## config.mk

```make
export PLATFORM = sky130hd
export DESIGN_NAME = mesm6_irq_sync
export DESIGN_NICKNAME = d
export VERILOG_FILES = /design/src/rtl/mesm6_defines.sv /design/src/rtl/mesm6_sync.sv /design/src/rtl/mesm6_irq_sync.sv
export SDC_FILE = /design/constraint.sdc
export NUM_CORES = 1
export LEC_CHECK = 0
export ABC_AREA = 1
export BUFFER_PORTS_ARGS = -buffer_cell sky130_fd_sc_hd__buf_2
export CORE_MARGIN = 5
export CORE_UTILIZATION = 44
export DETAILED_ROUTE_END_ITERATION = 10
export PLACE_DENSITY = 0.74
export SLEW_MARGIN = 20
export SYNTH_ARGS = -nofsm -noshare
export SYNTH_HDL_FRONTEND = slang
export SYNTH_SLANG_ARGS = --single-unit
```

## constraint.sdc

```tcl
create_clock -name clk -period 1.8 [get_ports clk]
set_clock_uncertainty 0.2 [all_clocks]
set_input_delay 0.36 -clock clk [delete_from_list [all_inputs] [get_ports clk]]
set_output_delay 0.36 -clock clk [all_outputs]
set_load 0.1 [all_outputs]
```

## src/rtl/mesm6_defines.sv

```systemverilog
// Shared MESM-6 interrupt register addresses and small helpers.
package mesm6_defines;

    // Interrupt request front end, decoded on addr[2:0]
    localparam logic [2:0] IRQ_RAW  = 3'o7;
    localparam logic [2:0] IRQ_EDGE = 3'o6;
    localparam logic [2:0] IRQ_POL  = 3'o5;
    localparam logic [2:0] IRQ_ENA  = 3'o4;

    function automatic logic [2:0] irq_reg_sel(input logic [14:0] addr);
        return addr[2:0];
    endfunction

endpackage

```

## src/rtl/mesm6_sync.sv

```systemverilog
// N-bit multi-flop synchroniser with synchronous reset to 0.
module mesm6_sync #(
    parameter int N           = 1,
    parameter int SYNC_STAGES = 2
) (
    input  logic         clk,
    input  logic         reset,
    input  logic [N-1:0] d,
    output logic [N-1:0] q
);
    logic [SYNC_STAGES-1:0][N-1:0] stg;

    always_ff @(posedge clk) begin
        if (reset)
            stg <= '0;
        else
            stg <= {stg[SYNC_STAGES-2:0], d};
    end

    assign q = stg[SYNC_STAGES-1];

endmodule

```

## src/rtl/mesm6_irq_sync.sv

```systemverilog
// Interrupt request front end: synchronise, polarity/edge/enable per line,
// registered requests to the interrupt controller plus a small register file.
module mesm6_irq_sync
    import mesm6_defines::*;
#(
    parameter int NIRQ        = 48,
    parameter int SYNC_STAGES = 2
) (
    input  logic            clk,
    input  logic            reset,
    input  logic [NIRQ-1:0] dev_irq,
    output logic [NIRQ-1:0] pic_irq,
    input  logic [14:0]     irq_addr,
    input  logic            irq_read,
    input  logic            irq_write,
    output logic [NIRQ-1:0] irq_rdata,
    input  logic [NIRQ-1:0] irq_wdata,
    output logic            irq_done
);
    logic [NIRQ-1:0] s;
    logic [NIRQ-1:0] a;
    logic [NIRQ-1:0] prev;
    logic [NIRQ-1:0] reg_edge;
    logic [NIRQ-1:0] reg_pol;
    logic [NIRQ-1:0] reg_ena;
    logic [2:0]      sel;
    logic            unused_addr;

    assign sel         = irq_reg_sel(irq_addr);
    assign unused_addr = ^irq_addr[14:3];

    mesm6_sync #(
        .N           (NIRQ),
        .SYNC_STAGES (SYNC_STAGES)
    ) u_sync (
        .clk   (clk),
        .reset (reset),
        .d     (dev_irq),
        .q     (s)
    );

    assign a = s ^ reg_pol;

    always_comb begin
        irq_rdata = '0;
        case (sel)
            IRQ_RAW:  irq_rdata = a;
            IRQ_EDGE: irq_rdata = reg_edge;
            IRQ_POL:  irq_rdata = reg_pol;
            IRQ_ENA:  irq_rdata = reg_ena;
            default:  irq_rdata = '0;
        endcase
    end

    always_ff @(posedge clk) begin
        if (reset) begin
            reg_edge <= '0;
            reg_pol  <= '0;
            reg_ena  <= '1;
            prev     <= '0;
            pic_irq  <= '0;
            irq_done <= 1'b0;
        end else begin
            irq_done <= irq_read | irq_write;
            pic_irq  <= reg_ena & ((reg_edge & a & ~prev) | (~reg_edge & a));
            prev     <= a;
            if (irq_write) begin
                case (sel)
                    IRQ_EDGE: reg_edge <= irq_wdata;
                    IRQ_ENA:  reg_ena  <= irq_wdata;
                    IRQ_POL: begin
                        reg_pol <= irq_wdata;
                        // re-base history on the new polarity so flipping it is not an edge
                        prev    <= s ^ irq_wdata;
                    end
                    default: ;
                endcase
            end
        end
    end

endmodule
```

* After elaboration in Yosys (flattened, before gate mapping)
Cells that the tools add are included.
Storage, ports and cells: bits in registers 337, bits in latches 0, memory bits (writable) 0, bits in read-only memories 0, input port bits 115, output and inout bits 97, logic and storage cells 28, memories 0
Operators by class: add/sub/neg operators 0, $mul 0, divide/modulo/power cells 0, $lt $le $gt $ge 0, equality and inequality tests 4, shift-type cells 0, multiplexer cells 3, bitwise logic cells 10, reductions and logical operators 3
Operator list (count):
- 48-bit bitwise AND | 4
- 48-bit case mux with 4 select lines | 1
- 48-bit two-way mux | 2
- 48-bit inverter | 2
- 48-bit bitwise XOR | 2
- 48-bit OR | 1
- 3-bit equality test, second input constant | 4
- 2-bit AND reduction | 3
- 1-bit OR | 1

* Depth between registers and ports, before layout
depth after elaboration 5, depth in mapped cells 8, mapped depth without buffers 6

* Hierarchy
From an unflattened synthesis, not the netlist that was laid out.
Unflattened totals: cell total of the unflattened synthesis 2310, area, all modules 15635.0 µm²
Modules (own cells, without submodules):
- mesm6_irq_sync | instances 1, cells each 1963, area each 12460.7 µm², sequential area each 4824.6 µm²
- mesm6_sync | instances 1, cells each 347, area each 3174.3 µm², sequential area each 1921.8 µm²

* Least setup slack after synthesis
OpenSTA, ideal clock, no wires.
path type input port to output port, from in irq_addr[0], to out irq_rdata[20], data arrival time 1886 ps, required time 1240 ps, setup slack -646 ps, cell stages on the path 7, buffers on the path 3, cell sequence buf_4 inv_4 nor2_2 buf_4 buf_4 nand2_1 nand4_1
On the way: cells in the longest elaborated chain, start to end 2, elaborated cells between the ends (all ways) 5, those cells by class eq/ne: 4; mux: 1
RTL lines:
- from (decl) | line mesm6_irq_sync.sv:13 | input logic [14:0] irq_addr,
- 3-bit equality test | line mesm6_irq_sync.sv:46 | case (sel)
- 48-bit case mux with 4 select lines (*) | line mesm6_irq_sync.sv:46
- to (decl) | line mesm6_irq_sync.sv:16 | output logic [NIRQ-1:0] irq_rdata,
Mark *: on every way between the ends. The rest lies on a longest branch, timed or not.

* Worst setup path after layout
from reg reg_pol[41], to out irq_rdata[41]
On the way: cells in the longest elaborated chain, start to end 2
RTL lines:
- from (decl) | line mesm6_irq_sync.sv:24 | logic [NIRQ-1:0] reg_pol;
- from (signal assigned) | line mesm6_irq_sync.sv:72 | reg_pol <= irq_wdata;
- 48-bit bitwise XOR | line mesm6_irq_sync.sv:42 | assign a = s ^ reg_pol;
- 48-bit case mux with 4 select lines (*) | line mesm6_irq_sync.sv:46
Marked as above.

==> run summary <==
Status: finished, violations left
Failing checks: negative setup slack
Synth Warn #: 0
H-tree depth: 2
Die Area: 38300 um^2
Endpoints failing setup: 48
Max-Cap Viols: 0
Final Hold Vio Count: 0
Ys async rst share: 0%
Worst Hold Path EP: reg_ena[46]$_SDFFE_PP1P_
FMAX: 0.466 GHz
Post-Synthesis Net Count: 2377
Largest net degree at the start of global routing: 98
Worst R2R Path Depth: 13
CTS tree: built
Reg2reg setup slack: 0.02 ns
Core Util, Final: 64.5%
Area of the core: 34300 um^2
GR Util met2: 43.2%
Die Y: 196 um
CTS Sinks: 337
Netlist cell types: 19
Slew HR: 64.9%
Min cycle time layout: 2.14 ns
Area share of the largest cell type after synthesis: 44.4%
Worst Tran Pin Value: 0.527 ns
Worst Setup End Kind: primary output
1st-iter DRT viols: 1235
Worst Hold Launch: irq_write
Global-route wire length before repair: 79300 um
Final hold slack: 0.136 ns
Synth area leaders: dfxtp_1 (44%), nand2_1 (18%), nor2_1 (11%), nand4_1 (7.9%), inv_1 (5.9%)
CP max FO: 4
ANT nets after route: 0
Reg2reg start: reg_pol[36]$_SDFFE_PP0P_
Post-synth EDFFs: 0
Power per Cell Area: 877 nW/um^2
Post-synth top cells: nand2_1 (721), nor2_1 (434), dfxtp_1 (337)
Seq/Total Area, Yosys: 44.4%
Final HPWL DP: 27300 um
RSZ-0062 raised after global routing: yes
Post-Syn Area: 15200 um^2
Worst-Skew Late Latency: 0.56 ns
Final Slew Violations: 0
Total wire length: 50000 um
Peak supply drop: 0.817 mV
Most used DFF post-synth: dfxtp_1
Starting density of the core: 44.3%
WP data required: 1.24 ns
Ports: 212
Met3 usage: 4.79%
Area Overhead vs Synth: 45.5%
Synthesized area per cell: 6.72 um^2
Via count: 16400
GR Util met1: 29.5%
Hold Path Cell Cnt: 4
Tcrit/Tclk final: 119%
DRC viols: 0
Final nets: 2832
DRT Pass-1 Iters: 8
Dominant cell type by area after synthesis: dfxtp_1
Clock transition at the registers of the reported paths: 0.06 ns
Number of global-route vias before repair: 16000
#FFs+latches synth: 337
Routability cong.: 0.825
Share of layout cells above drive strength 1: 28.8%
Initial antenna violation count: 3
Most Used Layer, Global Route: met2
I/O Buffers: 199
Kind of critical path: reg -> out
Crit Reg-Reg Endpoint: prev[36]$_SDFF_PP0_
Count leader, synth: nand2_1
Hold Path Class: in -> reg
Cells after synthesis: 2262
GRT Overall Usage: 24.8%
Die width: 196 um
Number of CTS-inserted buffers: 40
GRT overflow: 0
Pleak: 0.0111 uW
Final WS setup: -0.345 ns
Clock Path Buffers: 3
Critical path arrival: 1.58 ns
Root Buffer: clkbuf_16
Vias per std cell: 5.11
Placement Rows: 68
Startpoint types: register
Avg WL per Cell: 15.6 um
[cell type report]
type / instances / area, um^2
multi-input combinational: 1544 / 7030
clock buffer: 65 / 1240
sequential: 337 / 6970
tap: 455 / 569
timing repair buffer: 551 / 5310
clock inverter: 6 / 45.0
inverter: 243 / 935
antenna: 3 / 7.51
fill: 2639 / 12200
[worst max-delay path by stage]
stage,from,endpoint
finish,reg_pol[41]$_SDFFE_PP0P_,irq_rdata[41]
global route,reg_pol[41]$_SDFFE_PP0P_,irq_rdata[41]
CTS,u_sync.q[41]$_SDFF_PP0_,irq_rdata[41]
detailed placement,irq_addr[0],irq_rdata[17]
global placement,irq_addr[0],irq_rdata[44]
floorplan,irq_addr[0],irq_rdata[20]
[per-layer routing]
metal  share of wire (%)  up-vias  routed length (um)
li1                    -     7934                   -
met1                  39     7520               19600
met2                  50      744               24900
met3                 6.9      171                3460
met4                 4.0        0                1980
met5                   0        -                   0
[metrics by stage]
stage | worst slack (ns) | cell area [um^2] | setup TNS, ns | power (uW) | std cells
after floorplan | -0.543 | 15400 | -24.29 | 10100 | 2262
after global placement | -0.294 | 17600 | -16.94 | 11000 | 2837
after detailed placement | -0.283 | 17600 | -19.35 | 11100 | 2837
after global routing | -0.410 | 22100 | -15.95 | 20100 | 3204
final | -0.345 | 22100 | -12.46 | 19400 | 3204
after CTS | -0.379 | 21700 | -14.15 | 19400 | 3185
[flip-flops by register name (all words and copies together) (netlist names)]
name / flops
prev: 48
reg_pol: 48
u_sync.q: 48
irq_done: 1
reg_ena: 48
u_sync.stg: 48
pic_irq: 48
reg_edge: 48
[cell families after synthesis]
| group | after synthesis | synth area share, % |
|---|---|---|
| and+or+nand+nor | 1496 | 41.6 |
| buffers and inverters | 381 | 11.2 |
| DFF | 337 | 44.4 |
| xor gates and xnor gates | 48 | 2.77 |
[power by group]
| part | switching (uW) | internal [uW] |
|---|---|---|
| clock | 3170 | 4700 |
| combinational | 2210 | 1320 |
| sequential | 223 | 7770 |
| total | 5610 | 13800 |
[layout by cell type (no fill, tap or decap), types with 40 or more instances in the layout]
| cell | instances |
|---|---|
| inv_2 | 89 |
| dfxtp_1 | 241 |
| nor2_1 | 434 |
| dfxtp_2 | 56 |
| clkbuf_16 | 41 |
| dlygate4sd3_1 | 98 |
| xor2_1 | 48 |
| nand2_2 | 66 |
| nand4_1 | 192 |
| nand2_1 | 647 |
| buf_4 | 237 |
| buf_2 | 99 |
| dfxtp_4 | 40 |
| buf_12 | 82 |
| nand3_1 | 136 |
| inv_1 | 148 |
[critical path: stages (launching register included)]
cell,delay [ns]
dfxtp_2,0.36
inv_2,0.04
nand2_1,0.05
nand2_1,0.07
nand2_1,0.07
nand4_1,0.20
buf_12,0.25
[timing repair]
| item | 4_1_cts | 5_1_grt |
|---|---|---|
| hold buffers | 98 | 0 |
| setup buffers | 178 | 45 |
| pin swaps | 93 | 39 |
| gates cloned | 1 | 0 |
| hold endpoints to repair | 240 | 0 |
| endpoints found under the setup margin | 97 | 77 |
| gates resized for setup | 281 | 126 |
Note: power is estimated with default switching activity, not from simulation.
